## src/rtl/game_if.sv

```systemverilog
// game_if: player/timing inputs and display-facing outputs of game_engine.
//   Inputs to the engine : start, tick, press_valid, press_idx[3:0]
//   Outputs to display   : game_state[1:0], fire_state[8:0], gold_state[8:0],
//                          warning_state[8:0], box[8:0], life[1:0], score[3:0]
//   master : the side that drives start/tick/presses and observes the game
//   slave  : game_engine itself
interface game_if;
  logic       start;
  logic       tick;
  logic       press_valid;
  logic [3:0] press_idx;
  logic [1:0] game_state;
  logic [8:0] fire_state;
  logic [8:0] gold_state;
  logic [8:0] warning_state;
  logic [8:0] box;
  logic [1:0] life;
  logic [3:0] score;

  modport master (
    output start, tick, press_valid, press_idx,
    input  game_state, fire_state, gold_state, warning_state, box, life, score
  );

  modport slave (
    input  start, tick, press_valid, press_idx,
    output game_state, fire_state, gold_state, warning_state, box, life, score
  );
endinterface

```

## src/rtl/game_engine.sv

```systemverilog
// game_engine: game-state generator for the 3x3 fire/gold grid game.
// Owns the INIT/PLAY/FINISH flow, nine per-cell hazard FSMs with countdowns,
// LFSR-driven spawning, the press highlight, and the life/score counters.
//
// Ports:
//   clk  : system clock
//   rst  : asynchronous, active-high reset
//   bus  : game_if.slave
//          in  start, tick, press_valid, press_idx (0..8, row-major y*3+x)
//          out game_state (00 INIT, 01 PLAY, 10 FINISH), fire_state,
//              gold_state, warning_state, box, life, score
//
// Build option:
//   GAME_WARNING_EN  defined   -> fire spawns pass through WARN for WARN_TICKS
//                               ticks and warning_state is driven.
//                    undefined -> fire spawns enter FIRE directly and
//                               warning_state is tied to zero.
module game_engine #(
  parameter int         SPAWN_PERIOD = 4,
  parameter int         WARN_TICKS   = 3,
  parameter int         FIRE_TICKS   = 6,
  parameter int         GOLD_TICKS   = 5,
  parameter int         BOX_TICKS    = 2,
  parameter int         LIFE_MAX     = 3,
  parameter int         SCORE_MAX    = 5,
  parameter logic [7:0] LFSR_SEED    = 8'hA5
) (
  input  logic   clk,
  input  logic   rst,
  game_if.slave  bus
);

  localparam int NCELL = 9;

  typedef enum logic [1:0] {
    GS_INIT   = 2'b00,
    GS_PLAY   = 2'b01,
    GS_FINISH = 2'b10
  } game_st_e;

  typedef enum logic [1:0] {
    C_IDLE = 2'd0,
    C_WARN = 2'd1,
    C_FIRE = 2'd2,
    C_GOLD = 2'd3
  } cell_st_e;

`ifdef GAME_WARNING_EN
  localparam cell_st_e HAZARD_ST = C_WARN;
`else
  localparam cell_st_e HAZARD_ST = C_FIRE;
`endif

  localparam logic [3:0] SPAWN_LAST = 4'(SPAWN_PERIOD - 1);
  localparam logic [3:0] BOX_CNT    = 4'(BOX_TICKS);
  localparam logic [1:0] LIFE_INIT  = 2'(LIFE_MAX);
  localparam logic [3:0] SCORE_LIM  = 4'(SCORE_MAX);

  // Galois form of x^8+x^6+x^5+x^4+1 (right shift, toggle mask 0xB8).
  function automatic logic [7:0] lfsr_next(input logic [7:0] v);
    lfsr_next = {1'b0, v[7:1]} ^ (v[0] ? 8'hB8 : 8'h00);
  endfunction

  // Countdown loaded when a cell enters the given state.
  function automatic logic [3:0] reload_cnt(input cell_st_e s);
    case (s)
      C_WARN:  reload_cnt = 4'(WARN_TICKS);
      C_FIRE:  reload_cnt = 4'(FIRE_TICKS);
      C_GOLD:  reload_cnt = 4'(GOLD_TICKS);
      default: reload_cnt = 4'd0;
    endcase
  endfunction

  // Life minus expired fires, floored at zero.
  function automatic logic [1:0] life_sat_sub(input logic [1:0] l, input logic [3:0] n);
    if ({2'b00, l} <= n) life_sat_sub = 2'd0;
    else                 life_sat_sub = l - n[1:0];
  endfunction

  // Score plus one, capped at the winning score.
  function automatic logic [3:0] score_sat_inc(input logic [3:0] s);
    if (s >= SCORE_LIM) score_sat_inc = SCORE_LIM;
    else                score_sat_inc = s + 4'd1;
  endfunction

  game_st_e   game_q,    game_d;
  cell_st_e   cell_q    [NCELL];
  cell_st_e   cell_d    [NCELL];
  logic [3:0] cnt_q     [NCELL];
  logic [3:0] cnt_d     [NCELL];
  logic [7:0] lfsr_q,    lfsr_d;
  logic [3:0] spawn_q,   spawn_d;
  logic [8:0] box_q,     box_d;
  logic [3:0] box_cnt_q, box_cnt_d;
  logic [1:0] life_q,    life_d;
  logic [3:0] score_q,   score_d;

  logic       press_ok;
  logic [8:0] press_oh;
  logic       spawn_go;
  logic       gold_hit;
  logic       clear_grid;
  logic       terminal;
  logic [3:0] lost;

  always_ff @(posedge clk or posedge rst) begin
    if (rst) begin
      game_q    <= GS_INIT;
      lfsr_q    <= LFSR_SEED;
      spawn_q   <= '0;
      box_q     <= '0;
      box_cnt_q <= '0;
      life_q    <= '0;
      score_q   <= '0;
      for (int i = 0; i < NCELL; i++) begin
        cell_q[i] <= C_IDLE;
        cnt_q[i]  <= '0;
      end
    end else begin
      game_q    <= game_d;
      lfsr_q    <= lfsr_d;
      spawn_q   <= spawn_d;
      box_q     <= box_d;
      box_cnt_q <= box_cnt_d;
      life_q    <= life_d;
      score_q   <= score_d;
      for (int i = 0; i < NCELL; i++) begin
        cell_q[i] <= cell_d[i];
        cnt_q[i]  <= cnt_d[i];
      end
    end
  end

  always_comb begin
    game_d    = game_q;
    lfsr_d    = lfsr_q;
    spawn_d   = spawn_q;
    box_d     = box_q;
    box_cnt_d = box_cnt_q;
    life_d    = life_q;
    score_d   = score_q;
    for (int i = 0; i < NCELL; i++) begin
      cell_d[i] = cell_q[i];
      cnt_d[i]  = cnt_q[i];
    end
    spawn_go   = 1'b0;
    gold_hit   = 1'b0;
    clear_grid = 1'b0;
    lost       = '0;
    press_ok   = bus.press_valid && (bus.press_idx <= 4'd8);
    press_oh   = press_ok ? (9'd1 << bus.press_idx) : 9'd0;
    // Game end is judged on registered counters, one cycle after they land.
    terminal   = (life_q == 2'd0) || (score_q >= SCORE_LIM);

    // The LFSR free-runs on tick regardless of game state.
    if (bus.tick) lfsr_d = lfsr_next(lfsr_q);

    unique case (game_q)
      GS_INIT: begin
        clear_grid = 1'b1;
        if (bus.start) begin
          life_d  = LIFE_INIT;
          score_d = '0;
          game_d  = GS_PLAY;
        end
      end

      GS_PLAY: begin
        if (terminal) begin
          // Everything freezes from here; FINISH holds the last picture.
          game_d = GS_FINISH;
        end else begin
          if (bus.tick) begin
            if (spawn_q == SPAWN_LAST) begin
              spawn_d  = '0;
              spawn_go = 1'b1;
            end else begin
              spawn_d = spawn_q + 4'd1;
            end
          end

          for (int i = 0; i < NCELL; i++) begin
            // A press that clears a cell overrides that cell's countdown, so
            // a fire pressed on its expiry tick costs no life.
            if (press_oh[i] && cell_q[i] == C_FIRE) begin
              cell_d[i] = C_IDLE;
              cnt_d[i]  = '0;
            end else if (press_oh[i] && cell_q[i] == C_GOLD) begin
              cell_d[i] = C_IDLE;
              cnt_d[i]  = '0;
              gold_hit  = 1'b1;
            end else if (bus.tick && cell_q[i] != C_IDLE) begin
              if (cnt_q[i] == 4'd1) begin
                case (cell_q[i])
                  C_WARN: begin
                    cell_d[i] = C_FIRE;
                    cnt_d[i]  = reload_cnt(C_FIRE);
                  end
                  C_FIRE: begin
                    cell_d[i] = C_IDLE;
                    cnt_d[i]  = '0;
                    lost      = lost + 4'd1;
                  end
                  default: begin
                    cell_d[i] = C_IDLE;
                    cnt_d[i]  = '0;
                  end
                endcase
              end else begin
                cnt_d[i] = cnt_q[i] - 4'd1;
              end
            end

            // Spawn checks the pre-update state; candidates 9..15 never match.
            if (spawn_go && lfsr_q[3:0] == 4'(i) && cell_q[i] == C_IDLE) begin
              cell_d[i] = lfsr_q[4] ? C_GOLD : HAZARD_ST;
              cnt_d[i]  = reload_cnt(lfsr_q[4] ? C_GOLD : HAZARD_ST);
            end
          end

          life_d = life_sat_sub(life_q, lost);
          if (gold_hit) score_d = score_sat_inc(score_q);

          if (press_ok) begin
            box_d     = press_oh;
            box_cnt_d = BOX_CNT;
          end else if (bus.tick && box_cnt_q != 4'd0) begin
            box_cnt_d = box_cnt_q - 4'd1;
            if (box_cnt_q == 4'd1) box_d = '0;
          end
        end
      end

      GS_FINISH: begin
        if (bus.start) begin
          game_d     = GS_INIT;
          clear_grid = 1'b1;
        end
      end

      default: begin
        game_d     = GS_INIT;
        clear_grid = 1'b1;
      end
    endcase

    if (clear_grid) begin
      for (int i = 0; i < NCELL; i++) begin
        cell_d[i] = C_IDLE;
        cnt_d[i]  = '0;
      end
      box_d     = '0;
      box_cnt_d = '0;
      spawn_d   = '0;
    end
  end

  logic [8:0] fire_vec;
  logic [8:0] gold_vec;
  logic [8:0] warn_vec;

  always_comb begin
    fire_vec = '0;
    gold_vec = '0;
    warn_vec = '0;
    for (int i = 0; i < NCELL; i++) begin
      fire_vec[i] = (cell_q[i] == C_FIRE);
      gold_vec[i] = (cell_q[i] == C_GOLD);
`ifdef GAME_WARNING_EN
      warn_vec[i] = (cell_q[i] == C_WARN);
`endif
    end
  end

  assign bus.game_state    = game_q;
  assign bus.fire_state    = fire_vec;
  assign bus.gold_state    = gold_vec;
  assign bus.warning_state = warn_vec;
  assign bus.box           = box_q;
  assign bus.life          = life_q;
  assign bus.score         = score_q;

endmodule

```

## src/flat_wrapper.sv

```systemverilog
// flat-port wrapper written by rule: the top's interface ports become plain ports
module game_engine_flat 
#(
  parameter int         SPAWN_PERIOD = 4,
  parameter int         WARN_TICKS   = 3,
  parameter int         FIRE_TICKS   = 6,
  parameter int         GOLD_TICKS   = 5,
  parameter int         BOX_TICKS    = 2,
  parameter int         LIFE_MAX     = 3,
  parameter int         SCORE_MAX    = 5,
  parameter logic [7:0] LFSR_SEED    = 8'hA5
)
  (clk, rst, bus_start, bus_tick, bus_press_valid, bus_press_idx, bus_game_state, bus_fire_state, bus_gold_state, bus_warning_state, bus_box, bus_life, bus_score);
  game_if bus_i ();
  input  logic clk;
  input  logic rst;
  input wire logic [$bits(bus_i.start)-1:0] bus_start;
  input wire logic [$bits(bus_i.tick)-1:0] bus_tick;
  input wire logic [$bits(bus_i.press_valid)-1:0] bus_press_valid;
  input wire logic [$bits(bus_i.press_idx)-1:0] bus_press_idx;
  output wire logic [$bits(bus_i.game_state)-1:0] bus_game_state;
  output wire logic [$bits(bus_i.fire_state)-1:0] bus_fire_state;
  output wire logic [$bits(bus_i.gold_state)-1:0] bus_gold_state;
  output wire logic [$bits(bus_i.warning_state)-1:0] bus_warning_state;
  output wire logic [$bits(bus_i.box)-1:0] bus_box;
  output wire logic [$bits(bus_i.life)-1:0] bus_life;
  output wire logic [$bits(bus_i.score)-1:0] bus_score;
  assign bus_i.start = bus_start;
  assign bus_i.tick = bus_tick;
  assign bus_i.press_valid = bus_press_valid;
  assign bus_i.press_idx = bus_press_idx;
  assign bus_game_state = bus_i.game_state;
  assign bus_fire_state = bus_i.fire_state;
  assign bus_gold_state = bus_i.gold_state;
  assign bus_warning_state = bus_i.warning_state;
  assign bus_box = bus_i.box;
  assign bus_life = bus_i.life;
  assign bus_score = bus_i.score;
  game_engine #(.SPAWN_PERIOD(SPAWN_PERIOD), .WARN_TICKS(WARN_TICKS), .FIRE_TICKS(FIRE_TICKS), .GOLD_TICKS(GOLD_TICKS), .BOX_TICKS(BOX_TICKS), .LIFE_MAX(LIFE_MAX), .SCORE_MAX(SCORE_MAX), .LFSR_SEED(LFSR_SEED)) u_core (.clk(clk), .rst(rst), .bus(bus_i));
endmodule
```

## config.mk

```make
export PLATFORM = sky130hd
export DESIGN_NAME = game_engine_flat
export DESIGN_NICKNAME = d
export VERILOG_FILES = /design/src/rtl/game_if.sv /design/src/rtl/game_engine.sv /design/src/flat_wrapper.sv
export SDC_FILE = /design/constraint.sdc
export NUM_CORES = 1
export LEC_CHECK = 0
export BUFFER_PORTS_ARGS = -buffer_cell sky130_fd_sc_hd__buf_2
export CAP_MARGIN = 20
export CORE_MARGIN = 3
export CORE_UTILIZATION = 43
export CTS_CLUSTER_SIZE = 24
export DETAILED_ROUTE_END_ITERATION = 12
export PLACE_DENSITY = 0.67
export SLEW_MARGIN = 5
export SYNTH_ARGS = -nofsm -noshare
export SYNTH_HDL_FRONTEND = slang
export SYNTH_SLANG_ARGS = --single-unit
```

## constraint.sdc

```tcl
create_clock -name clk -period 10.1 [get_ports clk]
set_clock_uncertainty 0.1 [all_clocks]
set_input_delay 1.01 -clock clk [delete_from_list [all_inputs] [get_ports clk]]
set_output_delay 1.01 -clock clk [all_outputs]
set_load 0.03 [all_outputs]
```

# After elaboration in Yosys (flattened, before gate mapping)

Cells that the tools add are included.
Widths: inputs -> output; s select.

Muxes and demuxes: 240
Equal/unequal tests: 57
Bitwise logic cells: 1
Shifts and indexed selects: 1
Magnitude comparators: 3
Add/sub/neg operators: 21
Reduce and logical (&&, ||, !) cells: 117

Operator list:

| cell                | number |
|---|---|
| $mux 4              | 121 |
| $mux 2              | 60 |
| $mux 36             | 3 |
| $reduce_bool 5->1   | 18 |
| $mux 9              | 7 |
| $mux 18             | 3 |
| $logic_and 1x1->1   | 47 |
| $eq 4x1->1 const B  | 11 |
| $reduce_and 4->1    | 11 |
| $eq 2x2->1 const B  | 21 |
| $add 4x1->4 const B | 10 |
| $sub 4x1->4 const B | 10 |
| $reduce_and 3->1    | 13 |
| $mux 1              | 31 |
| $mux 3              | 9 |
| $reduce_bool 2->1   | 12 |
| $eq 2x1->1 const B  | 11 |
| $logic_not 2->1     | 11 |
| $eq 4x3->1 const B  | 4 |
| $eq 4x2->1 const B  | 3 |
| $pmux 3 s3          | 1 |
| $shl 1x4->9 const A | 1 |
| $mux 8              | 1 |
| $pmux 4 s2          | 1 |
| 15 further kinds    | 20 |

Register bits after elaboration: 87
Input bits: 9
Output and inout bits: 44
Word-level logic and storage cells: 465

# Depth between registers and ports, before layout

Gate-level depths: netlist (run 1).

Depth in word-level cells: 76
Mapped depth: 32
Mapped depth without buffers: 32

# Worst setup path after synthesis (run 1)

Ideal clock, no wire load.

Path kind: input to register
Start point: input bus_press_idx[1]
End point: register u_core.life_q[1], in the netlist u_core.bus.life[1]
Stages: 29
Data required time: 9.924 ns
Path buffers: 0
Arrival time: 7.254 ns
Path slack: 2.670 ns
Setup time: 0.076 ns
Cell sequence: or3_2 -> o2111a_1 -> ha_1 -> mux2i_4 -> inv_4 -> ha_1 -> nand4b_1 -> a211oi_1 -> a21o_1 -> ha_1 -> nor2b_1 -> nor2_1 -> ha_1 -> nand2_1 -> o31ai_1 -> ha_1 -> mux2i_1 -> o31ai_1 -> ha_1 -> mux2_2 -> ha_1 -> inv_1 -> o21ai_0 -> ha_1 -> mux2_2 -> fa_1 -> a2111oi_0 -> or2b_1 -> o21ai_1

Word-level cells in the longest chain between the ends: 76
Elaborated cells on any way between the ends: 95
Those cells by class: add/sub (9); order compare (2); shift (1); mux (64); reduce/logical (19)

Ends and longest elaborated chain:

| item                                      | RTL line                             | text |
|---|---|---|
| start: declaration                        | flat_wrapper.sv:20                   | `input wire logic [$bits(bus_i.press_idx)-1:0] bus_press_idx;` |
| $le 4x4->1                                | game_engine.sv:150                   | `press_ok = bus.press_valid && (bus.press_idx <= 4'd8);` |
| $logic_and 1x1->1                         | game_engine.sv:150                   |  |
| $mux 9 *                                  | game_engine.sv:151                   | `press_oh = press_ok ? (9'd1 << bus.press_idx) : 9'd0;` |
| $logic_and 1x1->1                         | game_engine.sv:188                   | `end else if (press_oh[i] && cell_q[i] == C_GOLD) begin` |
| $mux 4                                    | game_engine.sv:188                   |  |
| $mux 4                                    | game_engine.sv:185                   | `if (press_oh[i] && cell_q[i] == C_FIRE) begin` |
| $mux 4                                    | game_engine.sv:169                   | `if (terminal) begin` |
| $mux 4                                    | game_engine.sv:158                   | `unique case (game_q)` |
| [60 not listed]                           | --                                   |  |
| $mux 4                                    | game_engine.sv:188                   |  |
| $mux 4 *                                  | game_engine.sv:185                   |  |
| $mux 4 *                                  | game_engine.sv:169                   |  |
| $mux 4 *                                  | game_engine.sv:158                   |  |
| $le 2x4->1 or $sub 2x2->2 (tied branches) | game_engine.sv:76, game_engine.sv:77 |  |
| $mux 2 *                                  | game_engine.sv:76                    | `if ({2'b00, l} <= n) life_sat_sub = 2'd0;` |
| $mux 2 *                                  | game_engine.sv:169                   |  |
| $pmux 2 s2 *                              | game_engine.sv:158                   |  |
| end signal: assignment                    | game_engine.sv:125                   | `life_q <= life_d;` |
| end: declaration                          | game_engine.sv:95                    | `logic [1:0] life_q, life_d;` |

Mark *: on every way between the ends. The rest lies on a longest branch, timed or not. The select of a mux whose other input is x is not followed.
A chain may end at the register's enable or synchronous reset.

# Worst setup path after layout (run 1)

Same ends and word-level chain as after synthesis.

==> impl_results.md, run 1 <==
* Dpl hpwl at 11.82 mm
* Outcome: finished clean
* IO Pins at 53
* Clock power share at 17.4%
* Peak Freq at 129.3 MHz
* Die W at 128.0 um
* First-pass GRT wire length at 27.12 mm
* Longest Clk Path Bufs at 2
* Crit path top cell by count: ha_1
* Synth cell count leaders: nand2_1 (88), dfrtp_1 (83), o21ai_0 (79), inv_1 (58), nor2_1 (57)
* Initial DRC count at 416
* Initial Utilization at 45.09%
* Slew HR at 30.04%
* Std-Cell Rows at 43
* Max-cap viol count at 0
* Antenna violations before repair at 0
* Sw frac at 46.79%
* Hold Crit Start: u_core.cnt_q[29]
* Area occupied by multi-input gates at 0.003830 sq mm
* Synth top area share at 32.43%
* Synth Register Bits at 87
* Synthesized area at 0.006405 sq mm
* Gpl congestion at 0.9126
* Largest cells by area after synthesis: dfrtp_1 (32%), ha_1 (6.6%), o21ai_0 (6.2%)
* P_leak at 3.138 nW
* Final net count at 850
* Total GRT Usage at 20.72%
* CP Class: primary input to flop
* Routed WL per cell at 16.50 um
* Vias at 5752
* Most common cell in the netlist: nand2_1
* Syn Area/Cell at 8.286 sq um
* PortBufs at 43
* Internal power at 0.0009824 W
* Syn Inst Count at 773
* Total CTS buffers at 9
* Number of diodes at 0
* Clock Latency Late Sink at 0.35 ns
* CTS tree: done
* RSZ-0062 raised after global routing: false
* CTS sink count at 87
* Flop pwr share at 30.3%
* Post-synth EDFFs at 0
* Area post-placement at 0.006723 sq mm
* CP max FO at 8
* Predominant post-synthesis flop cell: dfrtp_1
* Antenna-violating nets left at 0
* Fraction of layout cells with a size suffix above 1 at 11.71%
* Distinct cells, synth at 76
* Crit path capture type: flop
* Delay-heaviest family, CP: adder cells
* Number of H-tree levels at 3
* Layout fillers at 1402
* Reg2reg start: u_core.cnt_q[33]
* Max Slew Vio Count at 0
* PwrDens at 263.5 mW/mm^2
* Leading area contributor after synthesis: dfrtp_1
* Final WL at 16.35 mm
* GR Overflow Total at 0
* Sequential-to-total area share from yosys stat at 34.07%
* Post_cts resized at 0
* Final setup violation count at 0
* Min-delay worst type: flop to flop
* Area grow syn2layout at 9.396%
* Nature of the critical path startpoint: primary input
* Net Switching at 0.0008640 W
* Minimum clock period at 7.735 ns
* Crit path from: bus_press_idx[1]
* Root buffer cell: clkbuf_16
* Proportion of power drawn by combinational gates at 52.3%
* WHS at 0.4036 ns
* Core area at 0.01420 sq mm
* Post-CTS setup buffers at 0
* Worst Path Arrival at 7.91 ns
* Final worst path period share at 76.59%
* Critical path buffers and inverters at 3
* Via density at 5.804
* CTS Hold Buffers Added at 0
* Dpl cells at 974
* Clk pin slew, worst setup/hold paths at 0.07 ns
* TritonRoute pass-1 iters at 5
* Sequential standard cell area at 0.002182 sq mm
* CP max stage delay at 0.51 ns
* Hold Vio Cnt, Final at 0
* Peak supply drop at 0.1186 mV
* Slew @ Worst Pin at 1.038 ns
* Vias in the first global route at 5343
* Die area at 0.01640 sq mm
* Post-route DRC at 0
* TNS Setup at 0 ns
* Pin count of the biggest net entering global routing at 57
* Final Cell Area at 0.007007 sq mm
* Req. time, crit path at 10.28 ns
* Die Ht at 128.0 um
* Ys async rst share at 100.0%
* Final non-filler cell total at 991
* Slowest-stage cell, CP: a2111oi_0
* Yosys Warn Count at 0
metrics by stage:
stage,power (W),setup WS [ns],utilization [%]
3_5_place_dp,0.001518,2.035,47.33
4_1_cts,0.001849,2.382,49.30
5_1_grt,0.002016,1.821,49.33
3_3_place_gp,0.001506,2.160,47.33
2_1_floorplan,0.001281,2.670,-
6_report,0.001846,2.365,49.33
placed cells by master (no fill, tap or decap), drive strengths merged, types with 21 or more instances in the layout:
cell	count
a21oi	32
nor3	21
inv	58
o21ai	83
nand3	32
dfrtp	83
nor2	57
buf	50
ha	34
nand2	88
power groups by stage:
stage / combinational (W) / sequential (W) / clock [W]
5_1_grt: 0.00110 / 0.000574 / 0.000346
3_5_place_dp: 0.000956 / 0.000563 / 0
6_report: 0.000966 / 0.000560 / 0.000320
2_1_floorplan: 0.000728 / 0.000553 / 0
4_1_cts: 0.000962 / 0.000558 / 0.000330
3_3_place_gp: 0.000944 / 0.000562 / 0
final cells by class:
class	count	share of cell area, %
clock buffer	12	3.518
timing repair buffer	50	3.786
clock inverter	4	0.4643
sequential	87	31.14
tap	180	3.214
multi-input combinational	599	54.66
inverter	59	3.214
worst register-to-register path: cells and delay by family, from the launching register on:
family	cells	cell delay, ns
AO/OA/AOI/OAI	8	1.86
adder cells (fa/ha/maj)	10	2.80
buffers and inverters	3	0.21
flip-flops	1	0.38
multiplexers	4	0.91
AND/OR/NAND/NOR	6	1.25
logic make-up (layout without fill, tap and decap cells):
kind of cell	Yosys count	count (layout)	share of synthesized area [%]
compound gates	212	212	21.41
xor+xnor	24	24	4.083
fa+ha+maj	35	35	6.955
buf+inv	95	125	6.661
flops	87	87	34.07
mux	12	12	2.208
other cells	1	9	0.05855
simple gates	307	307	24.56
routing by layer:
layer / vias to the layer above / routed length, um / track usage (%)
met5: - / 0 / 0
met4: 0 / 521 / 7.803
li1: 2811 / - / -
met3: 34 / 884 / 5.250
met2: 175 / 7336 / 31.85
met1: 2732 / 7610 / 28.20
sequential cells by signal, summed over array words and instances (netlist names):
| name | flops |
|---|---|
| u_core.cell_q | 18 |
| u_core.bus.score | 4 |
| u_core.box_cnt_q | 4 |
| u_core.bus.game_state | 2 |
| u_core.cnt_q | 36 |
| u_core.bus.life | 2 |
| u_core.bus.box | 9 |
| u_core.lfsr_q | 8 |
| u_core.spawn_q | 4 |
worst paths after layout:
path                                            to  slack [ns]  cells past startpoint
worst max-delay path            u_core.bus.life[1]        2.36                     30
worst min-delay path              u_core.cnt_q[29]        0.40                      2
worst max register to register  u_core.bus.life[1]        2.50                     31
worst min register to register    u_core.cnt_q[29]        0.40                      2
max in group asynchronous         u_core.cnt_q[11]        8.17                      3
min in group asynchronous          u_core.cnt_q[7]        0.60                      2
(Power assumes the default switching activity.)
==> run 2: changes to the inputs <==
==> constraint.sdc (replaced) <==
create_clock -name clk -period 7.57 [get_ports clk]
set_clock_uncertainty 0.1 [all_clocks]
set_input_delay 0.757 -clock clk [delete_from_list [all_inputs] [get_ports clk]]
set_output_delay 0.757 -clock clk [all_outputs]
set_load 0.03 [all_outputs]
==> impl_results.md, run 2 (synthesis results as in run 1) <==
* Minimum clock period at 7.155 ns
* Req. time, crit path at 7.75 ns (-2.53 ns)
* Antenna violations before repair at 0 (unchanged)
* Clock Latency Late Sink at 0.36 ns (about the same)
* CP max stage delay at 0.48 ns (-0.03 ns)
* CTS tree: done
* PortBufs at 43 (unchanged)
* Dpl cells at 984 (+1.0%)
* Vias in the first global route at 5240 (-1.9%)
* Dpl hpwl at 12.16 mm (+2.9%)
* Pin count of the biggest net entering global routing at 76 (+33%)
* Max reg flops at 36 (unchanged)
* Commonest cells after routing, fill and taps aside: nand2_1 (88), dfrtp_1 (83), o21ai_0 (79)
* Slew HR at 33.83% (+3.8 points)
* Number of diodes at 0 (unchanged)
* Initial DRC count at 497 (+19%)
* Max-cap viol count at 0 (unchanged)
* Area grow syn2layout at 11.74%
* Worst Path Arrival at 7.34 ns (-0.57 ns)
* TritonRoute pass-1 iters at 5 (unchanged)
* Register bank with the most flops: u_core.cnt_q
* Final Cell Area at 0.007157 sq mm (+2.1%)
* CP Class: primary input to flop
* Fraction of layout cells with a size suffix above 1 at 13.26% (+1.5 points)
* P_leak at 3.231 nW (+3.0%)
* Post-route DRC at 0 (unchanged)
* Hold Vio Cnt, Final at 0 (unchanged)
* Peak Freq at 139.8 MHz
* Antenna-violating nets left at 0 (unchanged)
* Final non-filler cell total at 1002 (+1.1%)
* Min-delay worst type: primary input to asynchronous set/reset pin
* Die Ht at 128.0 um (unchanged)
* Slowest-stage cell, CP: or3_2
* CTS Hold Buffers Added at 0 (unchanged)
* Total GRT Usage at 20.75% (+0.032 points)
* Final WL at 16.69 mm (+2.1%)
* First-pass GRT wire length at 27.14 mm (about the same)
* Total CTS buffers at 9 (unchanged)
* Peak supply drop at 0.1318 mV (+11%)
* IO Pins at 53 (unchanged)
* Number of H-tree levels at 3 (unchanged)
* Final core occ at 50.39% (+1.1 points)
* Max Slew Vio Count at 0 (unchanged)
* Crit path top cell by count: ha_1
* CP max FO at 3 (-5)
* PwrDens at 359.8 mW/mm^2 (+37%)
* WHS at 0.2051 ns (-0.1985 ns)
* Outcome: finished clean
* RSZ-0062 raised after global routing: false
* Die area at 0.01640 sq mm (unchanged)
* Most common cell after layout, fill and taps aside: nand2_1
* Post-CTS setup buffers at 0 (unchanged)
* Core area at 0.01420 sq mm (unchanged)
* Initial Utilization at 45.09% (unchanged)
* Crit path capture type: flop
* Area post-placement at 0.006798 sq mm (+1.1%)
* Die W at 128.0 um (unchanged)
* PnR Total Power at 0.002575 W (+39%)
* Clk pin slew, worst setup/hold paths at 0.07 ns (about the same)
* Root buffer cell: clkbuf_16
* Routed WL per cell at 16.66 um (+0.95%)
* Nature of the critical path startpoint: primary input
* Via density at 5.730 (-1.3%)
* Gpl congestion at 0.9231 (+1.2%)
* GR Overflow Total at 0 (unchanged)
* Longest Clk Path Bufs at 2 (unchanged)
* CTS sink count at 87 (unchanged)
* Final worst path period share at 94.52%
* Vias at 5741 (-0.19%)
* Final setup violation count at 0 (unchanged)
* Slew @ Worst Pin at 0.9925 ns (-0.04590 ns)
* Std-Cell Rows at 43 (unchanged)
* Final net count at 861 (+1.3%)
* Post_cts resized at 0 (unchanged)
==> run 2: layout make-up <==
class                   instances  area, sq um
well taps                     180        225.2
repair buffers                 61        345.3
multi-input cells             599         3841
flip-flops and latches         87         2182
clock inverters                 6        108.9
fillers                      1377         7047
inverters                      59        225.2
clock buffers                  10        229.0
==> run 2: metrics by stage <==
stage / worst slack [ns] / setup TNS, ns
after floorplan: 0.3930 / 0
after global placement: 0.01645 / 0
after detailed placement: -0.1338 / -0.1338
after CTS: 0.2404 / 0
after global routing: 0.02946 / 0
final: 0.4150 / 0
==> run 2: power by group <==
| part | switching, W | internal (W) | total [W] |
|---|---|---|---|
| sequential | 0.000141 | 0.000605 | 0.000747 |
| combinational | 0.000827 | 0.000484 | 0.00131 |
| clock | 0.000196 | 0.000322 | 0.000518 |
| total | 0.00116 | 0.00141 | 0.00258 |
==> run 2: final timing paths <==
kind | startpoint | to | slack (ns) | cells after the start
worst max-delay path | bus_press_idx[1] | u_core.bus.life[1] | 0.42 | 30
worst min-delay path | rst | u_core.cnt_q[7] | 0.21 | 2
worst max register to register | u_core.cnt_q[29] | u_core.bus.life[1] | 0.55 | 30
worst min register to register | u_core.cnt_q[25] | u_core.cnt_q[25] | 0.39 | 2
max in group asynchronous | rst | u_core.cell_q[16] | 5.91 | 3
min in group clk | u_core.cnt_q[25] | u_core.cnt_q[25] | 0.39 | 2
==> run 2: layer usage <==
| metal | track usage [%] | up-vias | share of wire (%) |
|---|---|---|---|
| met3 | 4.125 | 22 | 5.6 |
| met2 | 32.75 | 159 | 47 |
| li1 | - | 2833 | - |
| met5 | 0 | - | 0 |
| met1 | 28.92 | 2727 | 46 |
| met4 | 6.180 | 0 | 1.7 |
==> run 2: critical path: cells and delay by family <==
kind                     cells  cell delay (ns)
AND/OR/NAND/NOR              6             1.14
multiplexers                 4             0.94
adder cells (fa/ha/maj)      9             2.72
AO/OA/AOI/OAI                8             1.57
buffers and inverters        3             0.20
==> run 3: changes to the inputs <==
--- a/config.mk
+++ b/config.mk
@@ -5,13 +5,13 @@
 export SDC_FILE = /design/constraint.sdc
 export NUM_CORES = 1
 export LEC_CHECK = 0
-export BUFFER_PORTS_ARGS = -buffer_cell sky130_fd_sc_hd__buf_2
 export CAP_MARGIN = 20
 export CORE_MARGIN = 3
 export CORE_UTILIZATION = 43
 export CTS_CLUSTER_SIZE = 24
 export DETAILED_ROUTE_END_ITERATION = 12
-export PLACE_DENSITY = 0.67
+export DONT_BUFFER_PORTS = 1
+export PLACE_DENSITY = 0.64
 export SLEW_MARGIN = 5
 export SYNTH_ARGS = -nofsm -noshare
 export SYNTH_HDL_FRONTEND = slang
==> impl_results.md, run 3 (synthesis results as in run 1) <==
* Final net count at 814 (-5.5%)
* Initial DRC count at 495 (-0.40%)
* Crit path from: bus_press_idx[1]
* Req. time, crit path at 7.75 ns (about the same)
* WHS at 0.2717 ns (+0.06663 ns)
* CTS sink count at 87 (unchanged)
* Worst Path Arrival at 7.43 ns (+0.09 ns)
* Final core occ at 48.58% (-1.8 points)
* Die W at 128.0 um (unchanged)
* PwrDens at 364.1 mW/mm^2 (+1.2%)
* Total CTS buffers at 9 (unchanged)
* Antenna violations before repair at 0 (unchanged)
* Minimum clock period at 7.252 ns (+0.09691 ns)
* TritonRoute pass-1 iters at 5 (unchanged)
* Std-Cell Rows at 43 (unchanged)
* Antenna-violating nets left at 0 (unchanged)
* Dpl cells at 936 (-4.9%)
* Clock power share at 18.4% (-1.7 points)
* Proportion of power drawn by combinational gates at 50.1% (-0.8 points)
* CTS Hold Buffers Added at 0 (unchanged)
* Die area at 0.01640 sq mm (unchanged)
* Longest Clk Path Bufs at 2 (unchanged)
* Fraction of layout cells with a size suffix above 1 at 8.269% (-5.0 points)
* Internal power at 0.001349 W (-4.4%)
* Clk pin slew, worst setup/hold paths at 0.06 ns (about the same)
* PortBufs at 0 (-100%)
* Hold Vio Cnt, Final at 0 (unchanged)
* Slew @ Worst Pin at 1.020 ns (+0.02766 ns)
* Max Slew Vio Count at 0 (unchanged)
* R2R Path End: u_core.bus.life[1]
* CP max FO at 8 (+5)
* P_leak at 2.973 nW (-8.0%)
* CP max stage delay at 0.53 ns (+0.05 ns)
* IO Pins at 53 (unchanged)
* Setup crit end: u_core.bus.life[1]
* Die Ht at 128.0 um (unchanged)
* Area post-placement at 0.006545 sq mm (-3.7%)
* CP Class: primary input to flop
* Root buffer cell: clkbuf_16
* Peak Freq at 137.9 MHz (-1.3%)
* Vias in the first global route at 5524 (+5.4%)
* Most common cell after layout, fill and taps aside: nand2_1
* Number of diodes at 0 (unchanged)
* Slew HR at 31.53% (-2.3 points)
* Number of H-tree levels at 3 (unchanged)
* Slowest-stage cell, CP: or3_2
* Flop pwr share at 31.6% (+2.6 points)
* Layout fillers at 1371 (-0.44%)
* Net Switching at 0.001164 W (about the same)
* Routed WL per cell at 18.36 um (+10%)
* Sw frac at 46.31% (+1.1 points)
* Max-cap viol count at 0 (unchanged)
* Crit path capture type: flop
* Final non-filler cell total at 954 (-4.8%)
* CTS tree: done
* Vias at 5767 (+0.45%)
* Crit path top cell by count: ha_1
* Via density at 6.045 (+5.5%)
* Register bank with the most flops: u_core.cnt_q
* Gpl congestion at 0.9312 (+0.88%)
* Pin count of the biggest net entering global routing at 50 (-34%)
* First-pass GRT wire length at 28.80 mm (+6.1%)
* Commonest cells after routing, fill and taps aside: nand2_1 (88), dfrtp_1 (83), o21ai_0 (78)
* Min-delay worst type: primary input to asynchronous set/reset pin
* Final WL at 17.51 mm (+4.9%)
* GR Overflow Total at 0 (unchanged)
* Worst R2R Setup Slack at 0.40 ns (-0.15 ns)
* Clock Latency Late Sink at 0.35 ns (about the same)
* Dpl hpwl at 12.60 mm (+3.7%)
* Max reg flops at 36 (unchanged)
* Core area at 0.01420 sq mm (unchanged)
* Cells on worst reg2reg path at 32 (+6.7%)
* Reg2reg start: u_core.cnt_q[33]
* Outcome: finished clean
* Final Cell Area at 0.006900 sq mm (-3.6%)
* Area grow syn2layout at 7.736%
* Total GRT Usage at 21.95% (+1.2 points)
* Final worst path period share at 95.80% (+1.3 points)
* Peak supply drop at 0.1731 mV (+31%)
* Final setup violation count at 0 (unchanged)
* Nature of the critical path startpoint: primary input
* Initial Utilization at 45.09% (unchanged)
* Post-route DRC at 0 (unchanged)
==> run 3: changes by cell type in the layout (fill, tap and decap cells not counted), sizes merged <==
cell / delta
clkbuf: +1
clkinv: -2
clkinvlp: +1
buf: -46
bufinv: -2
==> run 3: worst min-delay path by stage <==
stage | end | slack, ns | depth (start not counted)
after floorplan | u_core.cnt_q[35] | 0.36 | 2
final | u_core.cnt_q[7] | 0.27 | 1
after global routing | u_core.cnt_q[7] | 0.33 | 1
after global placement | u_core.cnt_q[7] | 0.38 | 2
after detailed placement | u_core.cnt_q[29] | 0.39 | 2
after CTS | u_core.cnt_q[7] | 0.30 | 1
==> run 3: area by class of cell <==
class,count,area [sq um],area share [%]
Tap cell,180,225.2,3.264
Sequential cell,87,2182,31.62
Timing Repair Buffer,14,100.1,1.451
Multi-Input combinational cell,599,3869,56.07
Clock inverter,3,42.54,0.6165
Clock buffer,12,256.5,3.717
Inverter,59,225.2,3.264
==> run 3: routing by layer <==
metal | part of all wire (%) | wire length [um] | vias up | track usage (%)
met2 | 46 | 7975 | 192 | 33.67
met4 | 2.3 | 395 | 0 | 7.803
met5 | 0 | 0 | - | 0
li1 | - | - | 2748 | -
met1 | 45 | 7939 | 2791 | 30.44
met3 | 6.9 | 1200 | 36 | 5.083
==> run 3: worst max-delay path: cells and delay by family <==
kind | cells | cell delay (ns)
compound gates | 8 | 1.74
fa+ha+maj | 8 | 2.44
buf+inv | 4 | 0.36
mux | 4 | 1.00
simple gates | 5 | 1.14
==> run 3: power groups by stage <==
stage	Clock [W]	Combinational, W	Sequential [W]
floorplan	0	0.000971	0.000738
global placement	0	0.00116	0.000789
detailed placement	0	0.00121	0.000797
CTS	0.000468	0.00122	0.000791
global route	0.000488	0.00142	0.000814
finish	0.000462	0.00126	0.000793
==> run 3: what timing repair did <==
action,in CTS,in global routing
gates resized for setup,0,9
endpoints found under the hold margin,0,0
endpoints found under the setup margin,0,2
buffers inserted,0,1
==> run 3: per-stage QoR <==
stage          worst slack [ns]  total power (W)  setup TNS (ns)
6_report                 0.3181         0.002513               0
5_1_grt              -0.0002141         0.002725      -0.0002141
4_1_cts                  0.1355         0.002478               0
3_5_place_dp            -0.1910         0.002011         -0.2367
3_3_place_gp            0.07636         0.001954               0
2_1_floorplan            0.3930         0.001709               0
